--- src/rtl/alu_pkg.sv ---
// Shared definitions for the ALU arbiter: ALU control codes and the result-slot state type.
package alu_pkg;

    localparam logic [3:0] ALU_AND = 4'd1;
    localparam logic [3:0] ALU_XOR = 4'd2;
    localparam logic [3:0] ALU_SLL = 4'd3;
    localparam logic [3:0] ALU_ADD = 4'd4;
    localparam logic [3:0] ALU_SUB = 4'd5;
    localparam logic [3:0] ALU_MUL = 4'd6;
    localparam logic [3:0] ALU_SRA = 4'd7;
    localparam logic [3:0] ALU_OR  = 4'd8;

    typedef enum logic {
        EMPTY = 1'b0,
        FULL  = 1'b1
    } state_e;

endpackage

--- src/rtl/alu_core.sv ---
// Purely combinational ALU shared by all requesters; unknown control codes flag illegal and return 0.
module alu_core
    import alu_pkg::*;
#(
    parameter int DATA_W = 32
) (
    input  logic [DATA_W-1:0] data1_i,
    input  logic [DATA_W-1:0] data2_i,
    input  logic [3:0]        ctrl_i,
    output logic [DATA_W-1:0] result_o,
    output logic              illegal_o
);

    // SLL shifts by the whole data2 value, so oversize shifts naturally flush to zero.
    always_comb begin
        result_o  = '0;
        illegal_o = 1'b0;
        case (ctrl_i)
            ALU_AND: result_o = data1_i & data2_i;
            ALU_XOR: result_o = data1_i ^ data2_i;
            ALU_SLL: result_o = data1_i << data2_i;
            ALU_ADD: result_o = data1_i + data2_i;
            ALU_SUB: result_o = data1_i - data2_i;
            ALU_MUL: result_o = data1_i * data2_i;
            ALU_SRA: result_o = $signed(data1_i) >>> data2_i[4:0];
            ALU_OR:  result_o = data1_i | data2_i;
            default: illegal_o = 1'b1;
        endcase
    end

endmodule

--- src/rtl/alu_arbiter.sv ---
// Two-requester arbiter in front of a shared ALU with a single registered result slot.
// Define ALU_ARBITER_RR_EN for round-robin arbitration; default is fixed priority to requester 0.
module alu_arbiter
    import alu_pkg::*;
#(
    parameter int DATA_W = 32,
    parameter int NREQ   = 2
) (
    input  logic                   clk_i,
    input  logic                   rst_i,
    input  logic [NREQ-1:0]        req_valid_i,
    output logic [NREQ-1:0]        req_ready_o,
    input  logic [NREQ*DATA_W-1:0] req_data1_i,
    input  logic [NREQ*DATA_W-1:0] req_data2_i,
    input  logic [NREQ*4-1:0]      req_ctrl_i,
    output logic                   rsp_valid_o,
    input  logic                   rsp_ready_i,
    output logic [DATA_W-1:0]      rsp_data_o,
    output logic                   rsp_id_o,
    output logic                   rsp_err_o
);

    state_e            state_q, state_d;
    logic [DATA_W-1:0] data_q, data_d;
    logic              id_q, id_d;
    logic              err_q, err_d;

    logic              slotOpen;
    logic              grantAny;
    logic              grantIdx;
    logic              preferIdx;
    logic [DATA_W-1:0] opA, opB, aluResult;
    logic [3:0]        opCtrl;
    logic              aluIllegal;

`ifdef ALU_ARBITER_RR_EN
    logic ptr_q, ptr_d;

    assign preferIdx = ptr_q;
    assign ptr_d     = grantAny ? ~grantIdx : ptr_q;

    always_ff @(posedge clk_i) begin
        if (rst_i) ptr_q <= 1'b0;
        else       ptr_q <= ptr_d;
    end
`else
    assign preferIdx = 1'b0;
`endif

    // Grant depends only on valids, consumer readiness and state, never on operands.
    always_comb begin
        slotOpen    = (state_q == EMPTY) | rsp_ready_i;
        grantAny    = 1'b0;
        grantIdx    = 1'b0;
        req_ready_o = '0;
        if (!rst_i && slotOpen) begin
            if (req_valid_i[0] && req_valid_i[1]) begin
                grantAny = 1'b1;
                grantIdx = preferIdx;
            end else if (req_valid_i[0]) begin
                grantAny = 1'b1;
                grantIdx = 1'b0;
            end else if (req_valid_i[1]) begin
                grantAny = 1'b1;
                grantIdx = 1'b1;
            end
        end
        if (grantAny) req_ready_o[grantIdx] = 1'b1;
    end

    assign opA    = grantIdx ? req_data1_i[DATA_W +: DATA_W] : req_data1_i[0 +: DATA_W];
    assign opB    = grantIdx ? req_data2_i[DATA_W +: DATA_W] : req_data2_i[0 +: DATA_W];
    assign opCtrl = grantIdx ? req_ctrl_i[7:4] : req_ctrl_i[3:0];

    alu_core #(
        .DATA_W (DATA_W)
    ) u_alu_core (
        .data1_i   (opA),
        .data2_i   (opB),
        .ctrl_i    (opCtrl),
        .result_o  (aluResult),
        .illegal_o (aluIllegal)
    );

    always_comb begin
        state_d = state_q;
        data_d  = data_q;
        id_d    = id_q;
        err_d   = err_q;
        if (grantAny) begin
            state_d = FULL;
            data_d  = aluResult;
            id_d    = grantIdx;
            err_d   = aluIllegal;
        end else if (state_q == FULL && rsp_ready_i) begin
            state_d = EMPTY;
        end
    end

    always_ff @(posedge clk_i) begin
        if (rst_i) begin
            state_q <= EMPTY;
            data_q  <= '0;
            id_q    <= 1'b0;
            err_q   <= 1'b0;
        end else begin
            state_q <= state_d;
            data_q  <= data_d;
            id_q    <= id_d;
            err_q   <= err_d;
        end
    end

    assign rsp_valid_o = (state_q == FULL);
    assign rsp_data_o  = data_q;
    assign rsp_id_o    = id_q;
    assign rsp_err_o   = err_q;

endmodule

--- config.mk ---
export PLATFORM = sky130hd
export DESIGN_NAME = alu_arbiter
export DESIGN_NICKNAME = d
export VERILOG_FILES = /design/src/rtl/alu_pkg.sv /design/src/rtl/alu_core.sv /design/src/rtl/alu_arbiter.sv
export SDC_FILE = /design/constraint.sdc
export NUM_CORES = 2
export LEC_CHECK = 0
export CAP_MARGIN = 20
export CORE_UTILIZATION = 56
export CTS_CLUSTER_SIZE = 25
export DETAILED_ROUTE_END_ITERATION = 10
export PLACE_DENSITY = 0.76
export SYNTH_ARGS = -nofsm -noshare
export SYNTH_HDL_FRONTEND = slang
export SYNTH_SLANG_ARGS = --single-unit
--- constraint.sdc ---
create_clock -name clk_i -period 13.3 [get_ports clk_i]
set_clock_uncertainty 0.2 [all_clocks]
set_input_delay 2.66 -clock clk_i [delete_from_list [all_inputs] [get_ports clk_i]]
set_output_delay 2.66 -clock clk_i [all_outputs]
set_load 0.05 [all_outputs]
Word level (Yosys, flattened, before mapping)
Cells that the tools add are included.
{"block": "totals", "ff_bits": 35, "input_bits": 141, "output_inout_bits": 37}
{"block": "classes", "n_addsub": 2, "multipliers": 1, "magnitude_cmp": 2, "eq_ne": 8, "n_shift": 2, "n_mux": 17, "bitwise": 5, "reduce_logical": 7}
{"operator": "32-bit one-hot mux with 8 select lines", "count": 1}
{"operator": "32-bit two-way mux", "count": 2}
{"operator": "32-bit adder", "count": 1}
{"operator": "32-bit bitwise AND", "count": 1}
{"operator": "32-bit by 32-bit multiplier with 32-bit output", "count": 1}
{"operator": "32-bit bitwise OR", "count": 1}
{"operator": "32-bit by 32-bit << shifter with 32-bit output", "count": 1}
{"operator": "32-bit by 5-bit >>> shifter with 32-bit output", "count": 1}
{"operator": "32-bit subtractor", "count": 1}
{"operator": "32-bit bitwise XOR", "count": 1}
{"operator": "4-bit by 3-bit equality test with 1-bit output (second input constant)", "count": 4}
{"operator": "1-bit two-way mux", "count": 11}
{"operator": "4-bit by 2-bit equality test with 1-bit output (second input constant)", "count": 2}
{"operator": "8-bit OR reduction", "count": 1}
{"operator": "4-bit by 1-bit equality test with 1-bit output (second input constant)", "count": 1}
{"operator": "4-bit equality test (second input constant)", "count": 1}
{"operator": "1-bit logical AND", "count": 4}
{"operator": "4-bit two-way mux", "count": 1}
{"operator": "1-bit by 2-bit < comparator with 1-bit output (second input constant)", "count": 1}
{"operator": "2-bit two-way mux", "count": 1}
{"operator": "2-bit nonzero test", "count": 1}
{"operator": "1-bit demux with 1-bit select", "count": 1}
{"operator": "1-bit greater-or-equal comparator (second input constant)", "count": 1}
{"operator": "1-bit logical NOT", "count": 1}
{"operator": "other kinds (2)", "count": 2}

Longest topological paths before layout
{"block": "logic_depth", "ltp_word": 9, "mapped_depth": 40, "ltp_nobuf": 32}

Modules after synthesis
From an unflattened synthesis, not the netlist that was laid out.
{"block": "unflattened", "cells_unflattened": 2971, "hier_area_um2": 25121.6}
{"module": "alu_core", "n_inst": 1, "cells_each": 2779, "area_per_inst_um2": 22917.0, "seq_area_each_um2": 0.0}
{"module": "alu_arbiter", "n_inst": 1, "cells_each": 192, "area_per_inst_um2": 2204.6, "seq_area_each_um2": 700.7}

Least setup slack after synthesis
Ideal clock, no wire load.
{"block": "synth_path", "path_kind": "in2reg", "from": "in req_valid_i[0]", "to": "reg data_q[31] (netlist: rsp_data_o[31])", "setup_time_ns": 0.091, "t_arrival_ns": 11.461, "slack_ns": 1.548, "path_stages": 35, "n_path_buf": 7, "path_cell_list": "and2b_1 > nand3_1 > buf_6 > inv_4 > buf_4 > buf_2 > buf_2 > buf_2 > buf_1 > nand2_1 > nand2_1 > buf_2 > nand2_1 > fa_1 > inv_1 > fa_1 > fa_1 > inv_1 > fa_1 > inv_1 > fa_1 > fa_1 > fa_1 > fa_1 > ha_1 > a21o_1 > a21o_1 > a2111oi_0 > nor2_1 > a2111o_1 > a41oi_1 > o21ai_0 > xnor2_1 > nand2_1 > a311oi_1"}
{"block": "synth_via", "elab_chain_cells": 6, "elab_cells_between_ends": 27}
{"element": "start, declared", "line_no": "alu_arbiter.sv:11", "source": "input logic [NREQ-1:0] req_valid_i,"}
{"element": "1-bit two-way mux / 1-bit logical AND (equally long branches)", "line_no": "alu_arbiter.sv:60, alu_arbiter.sv:57"}
{"element": "1-bit two-way mux", "line_no": "alu_arbiter.sv:57", "source": "if (req_valid_i[0] && req_valid_i[1]) begin"}
{"element": "1-bit two-way mux", "line_no": "alu_arbiter.sv:56", "source": "if (!rst_i && slotOpen) begin"}
{"element": "32-bit two-way mux (tied with other cells)", "line_no": "alu_arbiter.sv:71", "source": "assign opA = grantIdx ? req_data1_i[DATA_W +: DATA_W] : req_data1_i[0 +: DATA_W];"}
{"element": "32-bit by 32-bit multiplier with 32-bit output (tied with other cells)", "line_no": "alu_core.sv:24", "source": "ALU_MUL: result_o = data1_i * data2_i;"}
{"element": "32-bit one-hot mux with 8 select lines", "line_no": "alu_core.sv:18", "source": "case (ctrl_i)"}
{"element": "end signal, assigned", "line_no": "alu_arbiter.sv:108", "source": "data_q <= data_d;"}
{"element": "end, declared", "line_no": "alu_arbiter.sv:24", "source": "logic [DATA_W-1:0] data_q, data_d;"}
Several ways; a longest one is shown, not always the timed one.
A chain may end at the register's enable or synchronous reset.

Worst setup path in the final report
{"block": "layout_path", "from": "in rsp_ready_i", "to": "reg data_q[31] (netlist: rsp_data_o[31])"}
{"block": "layout_via", "elab_chain_cells": 6, "elab_cells_between_ends": 24}
{"element": "start, declared", "line_no": "alu_arbiter.sv:17", "source": "input logic rsp_ready_i,"}
{"element": "1-bit bitwise OR (*)", "line_no": "alu_arbiter.sv:52", "source": "slotOpen = (state_q == EMPTY) | rsp_ready_i;"}
{"element": "1-bit logical AND (*)", "line_no": "alu_arbiter.sv:56"}
{"element": "1-bit two-way mux", "line_no": "alu_arbiter.sv:56"}
{"element": "32-bit two-way mux (tied with other cells)", "line_no": "alu_arbiter.sv:71"}
{"element": "32-bit by 32-bit multiplier with 32-bit output (tied with other cells)", "line_no": "alu_core.sv:24"}
{"element": "32-bit one-hot mux with 8 select lines", "line_no": "alu_core.sv:18"}
Mark *: on every way between the ends. The rest lies on a longest branch, timed or not.

==> impl_summary.txt <==
----------------------------------------------------
[Logic synthesis]
  Unique masters post-synth ... slightly below 100
  Fraction of post-synthesis cell area in the top cell type by area ... 31.1%
  Cell area after synthesis ... ~26000 sq um
  Number of instances in the synthesized netlist ... around 3300
  Number of synthesized flops with an enable pin ... 0
  Share of synthesized area occupied by flip-flops and latches ... 2.66%
  Number of synthesized register bits ... 35
  Per-instance average area after synthesis ... a little under 8 sq um
  Warnings from Yosys ... 0
  Total nets after synthesis ... ~4100
  Cell types with the largest area share after synthesis ... fa_1 (31%), ha_1 (10%), inv_1 (6.2%), nand2_1 (6.1%), nor2_1 (6.0%)
  Cell type contributing the most total cell area after synthesis ... fa_1
  Proportion of register bits with asynchronous set or reset after synthesis ... 0%
  Dominant register cell in the synthesized netlist ... dfxtp_1

[STA]
  Setup Viol. Count Final ... 0
  Post-Route Setup TNS ... 0 ns
  Time the final worst path needs with I/O delays and setup ... 12.62 ns
  Final hold violation count ... 0
  Worst slew slack as a fraction of its limit ... ~14%
  Transition at the pin with the smallest max-transition slack ... 1.28 ns
  Max-slew violation total from the final report ... 0
  Crit share post-route ... around 95%
  Unrepaired setup endpoints after global routing ... false
  Achievable frequency ... 79.2 MHz

[Cells and area]
  Post-synthesis to final-layout area growth ... 10.2%
  Non-Filler Cell Area, Final ... 29000 sq um
  Highest-count cells in the layout ignoring fill and taps ... inv_1 (430), nand2_1 (425), nor2_1 (418)
  Proportion of layout cells with a drive suffix above 1 ... under 10%
  Number of nets in the layout ... about 4200
  Most frequent standard cell in the layout excluding fill and tap cells ... inv_1

[Drt]
  Number of design rule violations left after detail routing ... 0
  DR vias/cell ... 6.99
  Number of design-rule violations left by the first detailed-router iteration ... a little under 5000
  Final wirelength ... about 130 mm
  ANT nets after route ... 0
  Final routed wire length divided by cell count ... roughly 33 um
  Total via count after detailed routing ... between 20000 and 30000
  Router iterations before antenna repair ... 6

[Worst hold path]
  Worst Hold Class ... reg -> reg
  Sink of the worst hold path ... rsp_id_o
  Worst hold stages ... 2
  Start point of the worst hold path ... rsp_id_o

[Die]
  Floorplan die area ... approximately 48000 sq um
  Initial standard-cell utilization of the core ... 56.6%
  Die extent in x ... approximately 220 um
  Chip Height ... about 220 um
  I/O pin cnt ... 178
  Std-Cell Core Area ... roughly 46000 sq um
  Number of rows in the core area ... just under 80

[GRT]
  Aggregate global routing overflow ... 0
  Pin count of the biggest net entering global routing ... between 60 and 70
  Number of global-route vias before repair ... ~28000
  Number of antenna violations at the first check in global routing ... 8
  Global-route wire length before repair ... 189 mm
  Total track usage ... between 50% and 60%

[Clock network]
  Number of post-CTS setup repair buffers ... 0
  Latest clock arrival within the worst-skew pair ... about 0.32 ns
  Deepest clock path buffer count ... 2
  Hold_buf cts ... 0
  TritonCTS clock tree ... done
  CTS sink count ... 35
  CTS Root Cell ... clkbuf_16
  Cells resized by post-CTS repair ... 0
  Count of H-tree levels built during CTS ... 2
  Number of buffers added by the clock tree synthesis step ... 5
  CTS clk-pin slew, worst paths ... 0.07 ns

[Worst setup path]
  Delay contributed by the slowest stage of the critical path ... approximately 0.65 ns
  Worst reg2reg path depth ... 25
  Worst R2R End ... rsp_data_o[31]
  Element type at the critical path start ... input pin
  Data required time at the worst endpoint ... 13.33 ns
  Kind of cell adding the most delay to the critical path ... adder cells
  Critical Path Slowest Stage Cell ... and2_1
  Kind of end point of the critical path ... register
  CP Buf/Inv Count ... 5
  Arrival time worst endpoint ... about 13 ns
  Critical path type ... in -> reg
  Maximum fanout along the worst path ... 15
  R2R setup slack ... 3.06 ns
  Top cell by count, worst path ... fa_1
  Startpoint of the most critical register-to-register path ... rsp_valid_o

[Outcome]
  Status ... finished clean

[Placed design]
  Placed wire-length estimate ... approximately 110 mm
  PortBufs ... around 180
  Placement Cell Area ... slightly below 30000 sq um
  Gp weighted congestion ... 1.16

[Job]
  Max capacitance violation total ... 0

----------------------------------------------------
==> metrics by stage <==
| step | cells | hold slack [ns] | utilization, % | setup slack, ns |
|---|---|---|---|---|
| 2_1_floorplan | 3328 | 0.461 | - | 1.55 |
| 3_3_place_gp | 4024 | 0.238 | 62.0 | 0.943 |
| 3_5_place_dp | 4024 | 0.238 | 62.0 | 0.754 |
| 4_1_cts | 4031 | 0.253 | 62.4 | 1.06 |
| 5_1_grt | 4032 | 0.276 | 62.4 | 0.539 |
| 6_report | 4037 | 0.251 | 62.4 | 0.679 |
==> sequential cells by signal, summed over array words and instances, names as in the netlist <==
name and flops:
rsp_id_o 1, rsp_err_o 1, rsp_valid_o 1, rsp_data_o 32
==> cell type report <==
| type | instances | area (sq um) |
|---|---|---|
| multi-input combinational | 2640 | 23100 |
| fill | 4116 | 17500 |
| tap | 607 | 759 |
| clock buffer | 5 | 125 |
| antenna | 6 | 15.0 |
| timing repair buffer | 280 | 2570 |
| inverter | 462 | 1740 |
| clock inverter | 2 | 37.5 |
| sequential | 35 | 701 |
==> cells by family (layout without fill, tap and decap cells) <==
group                    count (synthesis)  in the layout  synth area share [%]
AND/OR/NAND/NOR                       1090           1090                  17.9
buffers and inverters                  653            749                  10.0
adder cells (fa/ha/maj)                628            628                  41.5
AO/OA/AOI/OAI                          614            614                  15.9
multiplexers                           161            161                  6.64
XOR/XNOR                               147            147                  5.31
flip-flops                              35             35                  2.66
other                                    0              6                     0
==> worst reg2reg max path, stage by stage, from the launching register on <==
cell	delay [ns]
dfxtp_1	0.34
nor2b_2	0.28
buf_4	0.24
o31ai_1	0.42
and2_1	0.65
clkinv_1	0.61
ha_1	0.44
fa_1	0.53
inv_1	0.06
fa_1	0.49
fa_1	0.59
fa_1	0.47
fa_1	0.56
inv_1	0.05
fa_1	0.50
fa_1	0.44
fa_1	0.53
ha_1	0.31
a2111oi_0	0.46
nor2_1	0.14
a2111o_1	0.42
a41oi_1	0.59
o21ai_0	0.24
xnor2_1	0.24
nand2_1	0.09
a311oi_1	0.26
==> per-layer routing <==
layer / track usage, % / part of all wire, % / wire [um]
met1: 63.5 / 34 / 44700
met2: 79.2 / 40 / 53500
met3: 24.9 / 16 / 21200
met4: 43.8 / 10 / 13700
met5: 0 / 0.016 / 21
==> synthesized netlist by cell type, types with 12 or more instances <==
cell and n:
xnor2_1 117, and2_1 13, nand3_1 39, nor2_1 420, and3_1 17, inv_2 19
o211ai_1 38, nand4_1 35, clkbuf_1 86, o21a_1 14, o21ai_0 105, a21o_1 34
fa_1 409, buf_1 34, mux2_2 36, nor2b_1 17, nand2_1 425, mux2i_1 113
a211oi_1 23, a31oi_1 36, a21oi_1 134, ha_1 219, o31ai_1 30, inv_1 431
or3_1 22, xor2_1 22, buf_2 52, o221ai_1 13, nor3_1 28, buf_6 12
dfxtp_1 35, nor4_1 13, a221oi_1 27, a22oi_1 28, nand2b_1 17
==> how the worst max path moves through the flow <==
| stage | start | endpoint | slack [ns] | cells after the start |
|---|---|---|---|---|
| floorplan | req_valid_i[0] | rsp_data_o[31] | 1.55 | 35 |
| finish | rsp_ready_i | rsp_data_o[31] | 0.68 | 26 |
| detailed placement | rsp_ready_i | rsp_data_o[31] | 0.75 | 26 |
| CTS | rst_i | rsp_data_o[31] | 1.06 | 28 |
| global route | rsp_ready_i | rsp_data_o[31] | 0.54 | 26 |
| global placement | rst_i | rsp_data_o[31] | 0.94 | 28 |
Power is not shown: default switching activity piles up to over one toggle a cycle in this logic, so the estimate is an artifact.
